$ cat src/rtl/computer_player.sv
// Computer opponent for Tug of War: a divided-rate XNOR LFSR is added to the
// difficulty switches and the adder carry-out becomes a one-cycle press pulse.
module computer_player #(
   parameter int         TICK_DIV = 2**16,
   parameter logic [8:0] SEED     = 9'd0
) (
   input  logic       clk,
   input  logic       reset,
   input  logic       enable,
   input  logic       game_over,
   input  logic [8:0] difficulty,
   output logic       press,
   output logic [8:0] rand_value
);

   localparam int            CW        = $clog2(TICK_DIV);
   localparam logic [CW-1:0] TICK_LAST = CW'(TICK_DIV - 1);

   logic [CW-1:0] cnt_q, cnt_d;
   logic [8:0]    lfsr_q, lfsr_d;
   logic          press_q, press_d;
   logic          tick;
   logic          carry;

   always_comb begin
      tick    = (cnt_q == TICK_LAST);
      // Only the carry of the 9-bit add matters; it uses the pre-shift LFSR value.
      carry   = |(({1'b0, lfsr_q} + {1'b0, difficulty}) >> 4'd9);
      cnt_d   = tick ? '0 : cnt_q + CW'(1);
      lfsr_d  = lfsr_q;
      if (tick) begin
         lfsr_d = {lfsr_q[7:0], ~(lfsr_q[8] ^ lfsr_q[4])};
      end
      press_d = tick & enable & ~game_over & carry;
   end

   always_ff @(posedge clk) begin
      if (reset) begin
         cnt_q   <= '0;
         lfsr_q  <= SEED;
         press_q <= 1'b0;
      end else begin
         cnt_q   <= cnt_d;
         lfsr_q  <= lfsr_d;
         press_q <= press_d;
      end
   end

   assign press      = press_q;
   assign rand_value = lfsr_q;

endmodule

$ cat config.mk
export PLATFORM = sky130hd
export DESIGN_NAME = computer_player
export DESIGN_NICKNAME = d
export VERILOG_FILES = /design/src/rtl/computer_player.sv
export SDC_FILE = /design/constraint.sdc
export NUM_CORES = 1
export LEC_CHECK = 0
export BUFFER_PORTS_ARGS = -buffer_cell sky130_fd_sc_hd__buf_4
export CAP_MARGIN = 10
export CORE_ASPECT_RATIO = 0.5
export CORE_UTILIZATION = 42
export DETAILED_ROUTE_END_ITERATION = 10
export GPL_TIMING_DRIVEN = 0
export HOLD_SLACK_MARGIN = 0.15
export PLACE_DENSITY_LB_ADDON = 0.25
export SYNTH_ARGS = -nofsm -noshare
export SYNTH_HDL_FRONTEND = slang
export SYNTH_SLANG_ARGS = --single-unit
export TNS_END_PERCENT = 30
$ cat constraint.sdc
create_clock -name clk -period 4.65 [get_ports clk]
set_input_delay 0.6975 -clock clk [delete_from_list [all_inputs] [get_ports clk]]
set_output_delay 0.6975 -clock clk [all_outputs]
set_load 0.005 [all_outputs]
==> impl_table.tex, run 1 <==
\begin{tabular}{lr}
\hline
Metric & Value \\
\hline
\multicolumn{2}{l}{\textbf{Pwr}} \\
Static leakage power & 0.604 nW \\
Net Sw Frac & 0.206 \\
Sw power & 76.5 uW \\
Cell area power density & 246 nW/um2 \\
Cell-internal power & 294 uW \\
Combinational fraction of design power & 0.058 \\
Sequential share of power & 0.610 \\
Clock network power share & 0.332 \\
Worst IR drop on VDD & 135 uV \\
Total Power Consumption & 371 uW \\
\multicolumn{2}{l}{\textbf{Final layout}} \\
Area growth from synthesis to layout & 20.1\% \\
Final nets & 185 \\
Share of final-layout standard cells stronger than drive strength 1 & 0.199 \\
ANT cells & 0 \\
Layout Cells excl Fill & 198 \\
Filler instances & 250 \\
\multicolumn{2}{l}{\textbf{Worst setup path}} \\
Crit start category & flip-flop \\
Worst-path cell chain & ha\_1, and2\_0, nand4\_1, nor3\_1, buf\_4, mux2i\_1 \\
Count of buffering cells on the critical path with inverters included & 1 \\
Maximum cell stage delay along the critical path & 0.37 ns \\
Kind of end point of the critical path & flip-flop \\
Slowest cell on the critical path & dfxtp\_1 \\
Worst path required time & 4.85 ns \\
Largest fanout of any net on the critical path & 9 \\
Arrival time of data at the critical path endpoint & 1.95 ns \\
Kind of cell adding the most delay to the critical path & simple AND/OR/NAND/NOR gates \\
Worst Setup Path Type & flip-flop to flip-flop \\
\multicolumn{2}{l}{\textbf{Die}} \\
Horiz. Die Dim & 79.3 um \\
Die area & 3230 um2 \\
Number of ports placed on the die boundary & 23 \\
Initial Util & 0.462 \\
Placeable core region & 2720 um2 \\
Number of rows in the core area & 13 \\
Vertical extent of the die & 40.7 um \\
\multicolumn{2}{l}{\textbf{Timing}} \\
Fin. max-slew vios & 0 \\
Final worst setup slack & 2.90 ns \\
Final number of setup-violating endpoints & 0 \\
Number of endpoints with negative hold slack in the final report & 0 \\
Measured slew at the worst slew-check pin & 0.389 ns \\
Period utilization & 0.377 \\
Clock skew & 0.00213 ns \\
Upper clock frequency limit & 0.570 GHz \\
Minimum clock period after layout & 1.75 ns \\
Worst Hold Slack & 0.458 ns \\
Worst-case headroom to the max-slew limit & 0.741 \\
Post-Route Setup TNS & 0 ns \\
RSZ-0062 raised after global routing & no \\
\multicolumn{2}{l}{\textbf{Routing}} \\
Number of remaining DRC errors & 0 \\
Per-cell routed wire length & 11.5 um \\
Number of nets with antenna violations after detailed routing & 0 \\
TritonRoute pass-1 iters & 4 \\
Starting DRT DRC Count & 31 \\
Via/cell ratio & 4.98 \\
DR vias & 987 \\
Total wirelength of the detailed-routed design & 2.29 mm \\
\multicolumn{2}{l}{\textbf{Clock network}} \\
Register clock-pin slew on the reported worst setup and hold paths & 0.08 ns \\
Depth of the CTS H-tree & 1 \\
Clock Sinks & 26 \\
CTS tree & built \\
Cts bufs inserted & 3 \\
Longest Clk Path Bufs & 2 \\
Source-to-sink clock delay at the later pin of the worst-skew pair & 0.26 ns \\
Post-CTS resize count & 0 \\
Clock Root Buffer & clkbuf\_8 \\
Post CTS Setup Buffer Count & 0 \\
Cts-stage hold buffer count & 0 \\
\multicolumn{2}{l}{\textbf{Flow run}} \\
Total of max-cap violations & 0 \\
\multicolumn{2}{l}{\textbf{Place}} \\
Detail Placement HPWL & 1.78 mm \\
Final estimated routing congestion in global placement & 0.741 \\
Setup slack after placement & 2.69 ns \\
IO buf count & 22 \\
Post-placement cell count & 195 \\
\multicolumn{2}{l}{\textbf{Global routing}} \\
Wire length of the first global-routing pass & 3.80 mm \\
GRT overflow & 0 \\
Via count of the first global-routing pass & 872 \\
All-layer global routing usage & 0.162 \\
Antenna violations before repair & 0 \\
Largest net degree at the start of global routing & 14 \\
\multicolumn{2}{l}{\textbf{Logic synthesis}} \\
FF+latch count, synth & 26 \\
Synth warnings & 0 \\
Largest area contributor in the synthesized netlist & dfxtp\_1 \\
Cell types with the largest area share after synthesis & dfxtp\_1, ha\_1, mux2i\_1 \\
Library cells used by synthesis & 30 \\
Flip-flop cell with the highest count after synthesis & dfxtp\_1 \\
Gate count after technology mapping & 136 \\
Avg Synthesized Cell Area & 9.24 um2 \\
Number of enable flip-flop cells after synthesis & 0 \\
Sequential share of the synthesized area & 0.414 \\
Most common cell in the synthesized netlist & dfxtp\_1 \\
Total standard cell area after synthesis & 1260 um2 \\
Share of the synthesized area in the top cell type & 0.414 \\
Syn\_nets & 158 \\
Proportion of synthesized flip-flops having asynchronous set or reset & 0 \\
Commonest cells post-synth & dfxtp\_1, nand2\_1, nor2\_1 \\
\multicolumn{2}{l}{\textbf{Run status}} \\
Outcome & complete, no violations \\
\multicolumn{2}{l}{\textbf{Worst hold path}} \\
Type of the most critical hold path & flip-flop to flip-flop \\
\hline
\end{tabular}
[logic make-up after synthesis]
logic type,share of synthesized area
mux,0.0717
simple gates,0.239
buf+inv,0.0299
compound gates,0.0647
fa+ha+maj,0.0896
xor+xnor,0.0906
flops,0.414
[registers in the layout, summed over array words and instances, names as in the netlist]
register    flops
cnt_q          16
rand_value      9
press           1
[per-layer routing]
layer | track usage | share of wire | vias up
met5 | 0 | 0 | -
met4 | 0.0409 | 0.0092 | 0
met3 | 0.0533 | 0.032 | 2
met2 | 0.282 | 0.45 | 14
met1 | 0.200 | 0.51 | 451
li1 | - | - | 520
[area by class of cell]
class / instances / area, um2 / share of cell area
Multi-Input combinational cell: 103 / 698 / 0.463
Sequential cell: 26 / 520 / 0.345
Timing Repair Buffer: 22 / 165 / 0.109
Tap cell: 37 / 46.3 / 0.0307
Clock buffer: 3 / 41.3 / 0.0274
Buffer: 3 / 22.5 / 0.0149
Inverter: 4 / 15.0 / 0.00995
[metrics by stage]
step / utilization / cell area [um2]
after detailed placement: 0.540 / 1470
final: 0.556 / 1510
after global placement: 0.540 / 1470
after floorplan: - / 1260
after global routing: 0.556 / 1510
after CTS: 0.556 / 1510
[power groups by stage]
| stage | Combinational (mW) | Clock, mW | Sequential (mW) |
|---|---|---|---|
| 4_1_cts | 0.0220 | 0.127 | 0.226 |
| 6_report | 0.0216 | 0.123 | 0.226 |
| 2_1_floorplan | 0.0106 | 0 | 0.231 |
| 3_3_place_gp | 0.0212 | 0 | 0.231 |
| 5_1_grt | 0.0247 | 0.138 | 0.226 |
| 3_5_place_dp | 0.0217 | 0 | 0.232 |
[cell usage in the layout (no fill, tap or decap), drive strengths merged, types with 2 or more instances in the layout]
| master | instances |
|---|---|
| a21oi | 4 |
| and2 | 2 |
| and3 | 3 |
| and4 | 2 |
| buf | 24 |
| clkbuf | 4 |
| dfxtp | 26 |
| ha | 9 |
| inv | 4 |
| mux2i | 9 |
| nand2 | 20 |
| nand3 | 4 |
| nand4 | 5 |
| nor2 | 18 |
| nor3 | 4 |
| nor4 | 2 |
| or3 | 2 |
| xnor2 | 8 |
| xor2 | 5 |
[worst paths after layout]
check / from / to / slack, ns / cells after the start
min: cnt_q[0] / cnt_q[0] / 0.46 / 1
max: cnt_q[0] / rand_value[0] / 2.90 / 6
max reg2reg: cnt_q[0] / rand_value[0] / 2.90 / 6
min reg2reg: cnt_q[0] / cnt_q[0] / 0.46 / 1
(Power assumes the default switching activity.)
==> run 2: changes to the inputs <==
==> constraint.sdc (replaced) <==
create_clock -name clk -period 1.8 [get_ports clk]
set_input_delay 0.27 -clock clk [delete_from_list [all_inputs] [get_ports clk]]
set_output_delay 0.27 -clock clk [all_outputs]
set_load 0.005 [all_outputs]
==> run 2 against run 1 <==
  * Clock power grew to 2.6 times the previous value
  * Final cell count did not move
  * Worst hold slack got worse by 0.26 ns
  * Flip-flop and latch count unchanged
  * Count of clock-buffer cells in the layout did not move
  * Critical path depth fell by 1
  * Combinational power grew to 2.6 times the previous value
  * Worst setup slack worse by 2.7 ns
  * Sequential share of layout area about the same
  * Fmax grew 9.4%
  * Clock skew hardly changed
==> impl_table.tex, run 2 (synthesis results as in run 1) <==
\begin{tabular}{lr}
\hline
Metric & Value \\
\hline
\multicolumn{2}{l}{\textbf{Timing}} \\
Fin. max-slew vios & 0 (unchanged) \\
Number of endpoints with negative hold slack in the final report & 0 (unchanged) \\
Post-Route Setup TNS & 0 ns (unchanged) \\
Clock skew & 0.00181 ns (-0.000320 ns) \\
Final number of setup-violating endpoints & 0 (unchanged) \\
RSZ-0062 raised after global routing & no \\
Period utilization & 0.891 (+0.514) \\
Measured slew at the worst slew-check pin & 0.388 ns (-0.000589 ns) \\
Minimum clock period after layout & 1.60 ns (-0.151 ns) \\
Upper clock frequency limit & 0.624 GHz (+9.4\%) \\
Worst-case headroom to the max-slew limit & 0.741 (about the same) \\
\multicolumn{2}{l}{\textbf{Clock network}} \\
Cts-stage hold buffer count & 0 (unchanged) \\
Depth of the CTS H-tree & 1 (unchanged) \\
Clock Root Buffer & clkbuf\_8 \\
Clock Sinks & 26 (unchanged) \\
Post CTS Setup Buffer Count & 0 (unchanged) \\
Longest Clk Path Bufs & 2 (unchanged) \\
Source-to-sink clock delay at the later pin of the worst-skew pair & 0.26 ns (about the same) \\
Post-CTS resize count & 0 (unchanged) \\
CTS tree & built \\
Register clock-pin slew on the reported worst setup and hold paths & 0.08 ns (about the same) \\
Cts bufs inserted & 3 (unchanged) \\
\multicolumn{2}{l}{\textbf{Global routing}} \\
GRT overflow & 0 (unchanged) \\
All-layer global routing usage & 0.162 (unchanged) \\
Via count of the first global-routing pass & 872 (unchanged) \\
Largest net degree at the start of global routing & 14 (unchanged) \\
Antenna violations before repair & 0 (unchanged) \\
Wire length of the first global-routing pass & 3.80 mm (unchanged) \\
\multicolumn{2}{l}{\textbf{Die}} \\
Placeable core region & 2720 um2 (unchanged) \\
Number of rows in the core area & 13 (unchanged) \\
Initial Util & 0.462 (unchanged) \\
Number of ports placed on the die boundary & 23 (unchanged) \\
Vertical extent of the die & 40.7 um (unchanged) \\
Horiz. Die Dim & 79.3 um (unchanged) \\
Die area & 3230 um2 (unchanged) \\
\multicolumn{2}{l}{\textbf{Place}} \\
IO buf count & 22 (unchanged) \\
Detail Placement HPWL & 1.78 mm (unchanged) \\
Total placed instance area & 1470 um2 (unchanged) \\
Final estimated routing congestion in global placement & 0.741 (unchanged) \\
\multicolumn{2}{l}{\textbf{Routing}} \\
TritonRoute pass-1 iters & 4 (unchanged) \\
Via/cell ratio & 4.98 (unchanged) \\
Per-cell routed wire length & 11.6 um (+0.22\%) \\
Number of remaining DRC errors & 0 (unchanged) \\
Number of nets with antenna violations after detailed routing & 0 (unchanged) \\
Total wirelength of the detailed-routed design & 2.29 mm (+0.22\%) \\
DR vias & 987 (unchanged) \\
Starting DRT DRC Count & 31 (unchanged) \\
\multicolumn{2}{l}{\textbf{Worst setup path}} \\
Reg2Reg Setup Slack & 0.20 ns (-2.70 ns) \\
Kind of end point of the critical path & flip-flop \\
Crit start category & flip-flop \\
Worst Setup Path Type & flip-flop to flip-flop \\
Arrival time of data at the critical path endpoint & 1.77 ns (-0.18 ns) \\
Worst path required time & 1.96 ns (-2.89 ns) \\
Largest fanout of any net on the critical path & 10 (+1) \\
\multicolumn{2}{l}{\textbf{Pwr}} \\
Static leakage power & 0.605 nW (+0.30\%) \\
Worst IR drop on VDD & 349 uV (+160\%) \\
Cell area power density & 634 nW/um2 (+160\%) \\
\multicolumn{2}{l}{\textbf{Final layout}} \\
Final nets & 185 (unchanged) \\
Flip-flop count of the largest register after layout & 16 (unchanged) \\
Most frequent standard cell in the layout excluding fill and tap cells & dfxtp\_1 \\
Final design area excluding fillers & 1510 um2 (about the same) \\
Register containing the most flip-flops in the final layout & cnt\_q \\
ANT cells & 0 (unchanged) \\
Area growth from synthesis to layout & 20.2\% (about the same) \\
Filler instances & 249 (-0.40\%) \\
Most used cells in the layout excluding fill and tap cells & dfxtp\_1, buf\_4, nand2\_1, nor2\_1 \\
Share of final-layout standard cells stronger than drive strength 1 & 0.205 (+0.00621) \\
\multicolumn{2}{l}{\textbf{Worst hold path}} \\
Type of the most critical hold path & input pin to flip-flop \\
\multicolumn{2}{l}{\textbf{Flow run}} \\
Total of max-cap violations & 0 (unchanged) \\
\multicolumn{2}{l}{\textbf{Run status}} \\
Outcome & complete, no violations \\
\hline
\end{tabular}
run 2: cell counts in the layout (fill, tap and decap cells not counted):
No cell type changed its count.
run 2: critical path, cell delays in order (launching register included):
cell and delay [ns]:
dfxtp_1 0.42, nand4_2 0.16, or3_4 0.43, o31ai_4 0.25, buf_6 0.18, nor2_1 0.05
run 2: final cells by class:
type	instances	area, um2	share of cell area
well taps	37	46.3	0.0307
repair buffers	22	165	0.109
clock buffers	3	41.3	0.0273
flip-flops and latches	26	520	0.345
multi-input cells	103	699	0.463
plain buffers	3	22.5	0.0149
inverters	4	15.0	0.00994
run 2: routing by layer:
metal,vias up,wire [um],track usage,part of all wire
li1,519,-,-,-
met1,454,1160,0.200,0.51
met2,12,1030,0.282,0.45
met3,2,70,0.0533,0.031
met4,0,21,0.0409,0.0092
met5,-,0,0,0
run 2: metrics by stage:
stage | power (mW) | hold slack (ns) | worst slack, ns | util | std cells
3_3_place_gp | 0.652 | 0.428 | 0.0604 | 0.540 | 195
4_1_cts | 0.969 | 0.195 | 0.00686 | 0.556 | 198
3_5_place_dp | 0.654 | 0.445 | 0.0432 | 0.540 | 195
5_1_grt | 1.01 | 0.189 | 0.0634 | 0.556 | 198
2_1_floorplan | 0.624 | 0.339 | 0.303 | - | 136
6_report | 0.958 | 0.202 | 0.196 | 0.556 | 198
run 2: power breakdown:
part / internal, mW / switching [mW] / leakage [nW]
registers: 0.580 / 0.00402 / 0.210
clock network: 0.150 / 0.168 / 0.0216
logic: 0.0306 / 0.0254 / 0.374
total: 0.761 / 0.198 / 0.605
run 2: path summary, 6_finish.rpt:
check        startpoint       end  cells past startpoint
max            cnt_q[7]  cnt_q[7]                      5
min               reset  cnt_q[2]                      2
max reg2reg    cnt_q[7]  cnt_q[7]                      5
min reg2reg    cnt_q[0]  cnt_q[0]                      1
==> run 3: changes to the inputs <==
--- a/config.mk
+++ b/config.mk
@@ -5,6 +5,7 @@
 export SDC_FILE = /design/constraint.sdc
 export NUM_CORES = 1
 export LEC_CHECK = 0
+export ABC_AREA = 1
 export BUFFER_PORTS_ARGS = -buffer_cell sky130_fd_sc_hd__buf_4
 export CAP_MARGIN = 10
 export CORE_ASPECT_RATIO = 0.5
==> run 3 against run 2 <==
  * Fmax up 10%
  * Total power up 0.49%
  * Non-clock buffer count unchanged
  * First-iteration DRC count up 9.7%
  * Clock skew up 0.0027 ns
  * Clock power down 2%
  * Worst hold slack better by 0.11 ns
  * Count of clock-buffer cells in the layout unchanged
  * Routed wire length up 16%
  * Register-to-register slack better by 0.15 ns
  * Critical path depth up 2
==> impl_table.tex, run 3 <==
\begin{tabular}{lr}
\hline
Metric & Value \\
\hline
\multicolumn{2}{l}{\textbf{Final layout}} \\
Final nets & 247 (+34\%) \\
Filler instances & 310 (+24\%) \\
Register containing the most flip-flops in the final layout & cnt\_q \\
Most used cells in the layout excluding fill and tap cells & nand2\_1, dfxtp\_1, inv\_1, buf\_4 \\
Most frequent standard cell in the layout excluding fill and tap cells & nand2\_1 \\
Share of final-layout standard cells stronger than drive strength 1 & 0.224 (+0.0192) \\
Final design area excluding fillers & 1740 um2 (+15\%) \\
ANT cells & 0 (unchanged) \\
Area growth from synthesis to layout & 18.0\% \\
Flip-flop count of the largest register after layout & 16 (unchanged) \\
\multicolumn{2}{l}{\textbf{Pwr}} \\
Sequential share of power & 0.608 (-0.002) \\
Combinational fraction of design power & 0.067 (+0.009) \\
Cell area power density & 552 nW/um2 (-13\%) \\
Net Sw Frac & 0.206 (about the same) \\
Clock network power share & 0.326 (-0.006) \\
Cell-internal power & 764 uW (+0.50\%) \\
Static leakage power & 0.784 nW (+29\%) \\
Sw power & 198 uW (+0.45\%) \\
Total Power Consumption & 963 uW (+0.49\%) \\
Worst IR drop on VDD & 230 uV (-34\%) \\
\multicolumn{2}{l}{\textbf{Worst setup path}} \\
Worst path required time & 1.96 ns (about the same) \\
Cell type with the highest occurrence count on the critical path & nand2\_8 \\
Kind of end point of the critical path & flip-flop \\
Reg-to-reg startpoint & cnt\_q[0] \\
Worst Setup Path Type & flip-flop to flip-flop \\
Worst-path cell chain & ha\_1, nand3\_2, nor2\_4, nand2\_8, nand2\_8, buf\_12, a21oi\_2 \\
Crit start category & flip-flop \\
Maximum cell stage delay along the critical path & 0.37 ns (-0.06 ns) \\
Beginning of the critical path & cnt\_q[0] \\
Arrival time of data at the critical path endpoint & 1.61 ns (-0.16 ns) \\
Slowest cell on the critical path & dfxtp\_1 \\
Largest fanout of any net on the critical path & 10 (unchanged) \\
\multicolumn{2}{l}{\textbf{Timing}} \\
Upper clock frequency limit & 0.688 GHz (+10\%) \\
Worst Hold Slack & 0.312 ns (+0.110 ns) \\
Measured slew at the worst slew-check pin & 0.413 ns (+0.0248 ns) \\
RSZ-0062 raised after global routing & no \\
Period utilization & 0.807 (-0.0839) \\
Minimum clock period after layout & 1.45 ns (-0.151 ns) \\
Worst-case headroom to the max-slew limit & 0.725 (-0.0165) \\
Final worst setup slack & 0.347 ns (+0.151 ns) \\
Final number of setup-violating endpoints & 0 (unchanged) \\
Number of endpoints with negative hold slack in the final report & 0 (unchanged) \\
Post-Route Setup TNS & 0 ns (unchanged) \\
Fin. max-slew vios & 0 (unchanged) \\
Clock skew & 0.00456 ns (+0.00274 ns) \\
\multicolumn{2}{l}{\textbf{Clock network}} \\
Depth of the CTS H-tree & 1 (unchanged) \\
Clock Sinks & 26 (unchanged) \\
Longest Clk Path Bufs & 2 (unchanged) \\
Clock Root Buffer & clkbuf\_8 \\
Register clock-pin slew on the reported worst setup and hold paths & 0.08 ns (about the same) \\
Source-to-sink clock delay at the later pin of the worst-skew pair & 0.26 ns (about the same) \\
Post-CTS resize count & 0 (unchanged) \\
CTS tree & built \\
Cts-stage hold buffer count & 0 (unchanged) \\
Cts bufs inserted & 3 (unchanged) \\
Post CTS Setup Buffer Count & 0 (unchanged) \\
\multicolumn{2}{l}{\textbf{Logic synthesis}} \\
Cell types with the largest area share after synthesis & dfxtp\_1, nand2\_1, ha\_1 \\
Most common cell in the synthesized netlist & nand2\_1 \\
FF+latch count, synth & 26 (unchanged) \\
Largest area contributor in the synthesized netlist & dfxtp\_1 \\
Flip-flop cell with the highest count after synthesis & dfxtp\_1 \\
Library cells used by synthesis & 26 (-13\%) \\
Proportion of synthesized flip-flops having asynchronous set or reset & 0 (unchanged) \\
Number of enable flip-flop cells after synthesis & 0 (unchanged) \\
Sequential share of the synthesized area & 0.352 (-0.0621) \\
Synth warnings & 0 (unchanged) \\
Total standard cell area after synthesis & 1480 um2 (+18\%) \\
Syn\_nets & 220 (+39\%) \\
Avg Synthesized Cell Area & 7.46 um2 (-19\%) \\
Commonest cells post-synth & nand2\_1, dfxtp\_1, inv\_1 \\
Share of the synthesized area in the top cell type & 0.352 (-0.0621) \\
Gate count after technology mapping & 198 (+46\%) \\
\multicolumn{2}{l}{\textbf{Routing}} \\
Via/cell ratio & 4.63 (-7.2\%) \\
Total wirelength of the detailed-routed design & 2.66 mm (+16\%) \\
DR vias & 1254 (+27\%) \\
Starting DRT DRC Count & 34 (+9.7\%) \\
Per-cell routed wire length & 9.82 um (-15\%) \\
TritonRoute pass-1 iters & 4 (unchanged) \\
Number of nets with antenna violations after detailed routing & 0 (unchanged) \\
Number of remaining DRC errors & 0 (unchanged) \\
\multicolumn{2}{l}{\textbf{Die}} \\
Placeable core region & 3170 um2 (+17\%) \\
Die area & 3770 um2 (+17\%) \\
Initial Util & 0.466 (+0.00360) \\
Horiz. Die Dim & 85.9 um (+8.2\%) \\
Number of ports placed on the die boundary & 23 (unchanged) \\
Vertical extent of the die & 43.9 um (+8.0\%) \\
Number of rows in the core area & 14 (+1) \\
\multicolumn{2}{l}{\textbf{Global routing}} \\
GRT overflow & 0 (unchanged) \\
Wire length of the first global-routing pass & 4.54 mm (+20\%) \\
Antenna violations before repair & 0 (unchanged) \\
Largest net degree at the start of global routing & 14 (unchanged) \\
All-layer global routing usage & 0.155 (-0.00676) \\
Via count of the first global-routing pass & 1122 (+29\%) \\
\multicolumn{2}{l}{\textbf{Place}} \\
Final estimated routing congestion in global placement & 0.838 (+13\%) \\
Setup slack after placement & 0.344 ns (+0.301 ns) \\
Detail Placement HPWL & 2.09 mm (+17\%) \\
Total placed instance area & 1700 um2 (+16\%) \\
IO buf count & 22 (unchanged) \\
\multicolumn{2}{l}{\textbf{Flow run}} \\
Total of max-cap violations & 0 (unchanged) \\
\multicolumn{2}{l}{\textbf{Worst hold path}} \\
HP Start & game\_over \\
Type of the most critical hold path & input pin to flip-flop \\
\multicolumn{2}{l}{\textbf{Run status}} \\
Outcome & complete, no violations \\
\hline
\end{tabular}
## run 3: cell types whose count changed after synthesis, moves of 3 or more
cell	change
nor2_1	-3
mux2i_1	-9
nor2_2	+10
xnor2_1	-4
inv_1	+20
nand2_1	+28
a21oi_1	+13
nor3_1	-4
nand2_2	+3
nand3_1	+13
## run 3: logic make-up after synthesis
logic type      after synthesis  share of synthesized area
fa+ha+maj                     9                     0.0762
xor+xnor                      7                     0.0415
buf+inv                      29                     0.0898
flops                        26                      0.352
simple gates                105                      0.362
compound gates               22                     0.0787
## run 3: final cells by class
| class | count | area, um2 | share of cell area |
|---|---|---|---|
| Buffer | 3 | 35.0 | 0.0201 |
| Sequential cell | 26 | 520 | 0.298 |
| Multi-Input combinational cell | 143 | 825 | 0.473 |
| Tap cell | 48 | 60.1 | 0.0344 |
| Timing Repair Buffer | 22 | 165 | 0.0947 |
| Clock buffer | 3 | 41.3 | 0.0237 |
| Inverter | 26 | 97.6 | 0.0560 |
## run 3: path summary, 6_finish.rpt
kind | end | slack, ns | cells after the start
worst max-delay path | cnt_q[14] | 0.35 | 7
worst min-delay path | press | 0.31 | 6
worst max register to register | cnt_q[14] | 0.35 | 7
worst min register to register | cnt_q[0] | 0.46 | 1
## run 3: critical path: cells and delay by family, from the launching register on
kind / cells / cell delay, ns
DFF: 1 / 0.37
adders and majority gates: 1 / 0.23
and+or+nand+nor: 4 / 0.56
AOI/OAI and AO/OA: 1 / 0.04
buffers and inverters: 1 / 0.14
## run 3: through the flow
step,instances,util
2_1_floorplan,198,-
3_3_place_gp,268,0.537
3_5_place_dp,268,0.537
4_1_cts,271,0.550
5_1_grt,271,0.550
6_report,271,0.550
## run 3: layer usage
metal  track usage  routed length [um]
met1         0.184                1340
met2         0.281                1210
met3        0.0457                 105
met4        0.0367                   0
met5             0                   0
## run 3: power by group through the flow
| stage | registers [mW] | logic [mW] | clock network, mW |
|---|---|---|---|
| after floorplan | 0.598 | 0.0381 | 0 |
| after global placement | 0.598 | 0.0641 | 0 |
| after detailed placement | 0.599 | 0.0651 | 0 |
| after CTS | 0.585 | 0.0656 | 0.326 |
| after global routing | 0.586 | 0.0729 | 0.349 |
| final | 0.585 | 0.0645 | 0.313 |
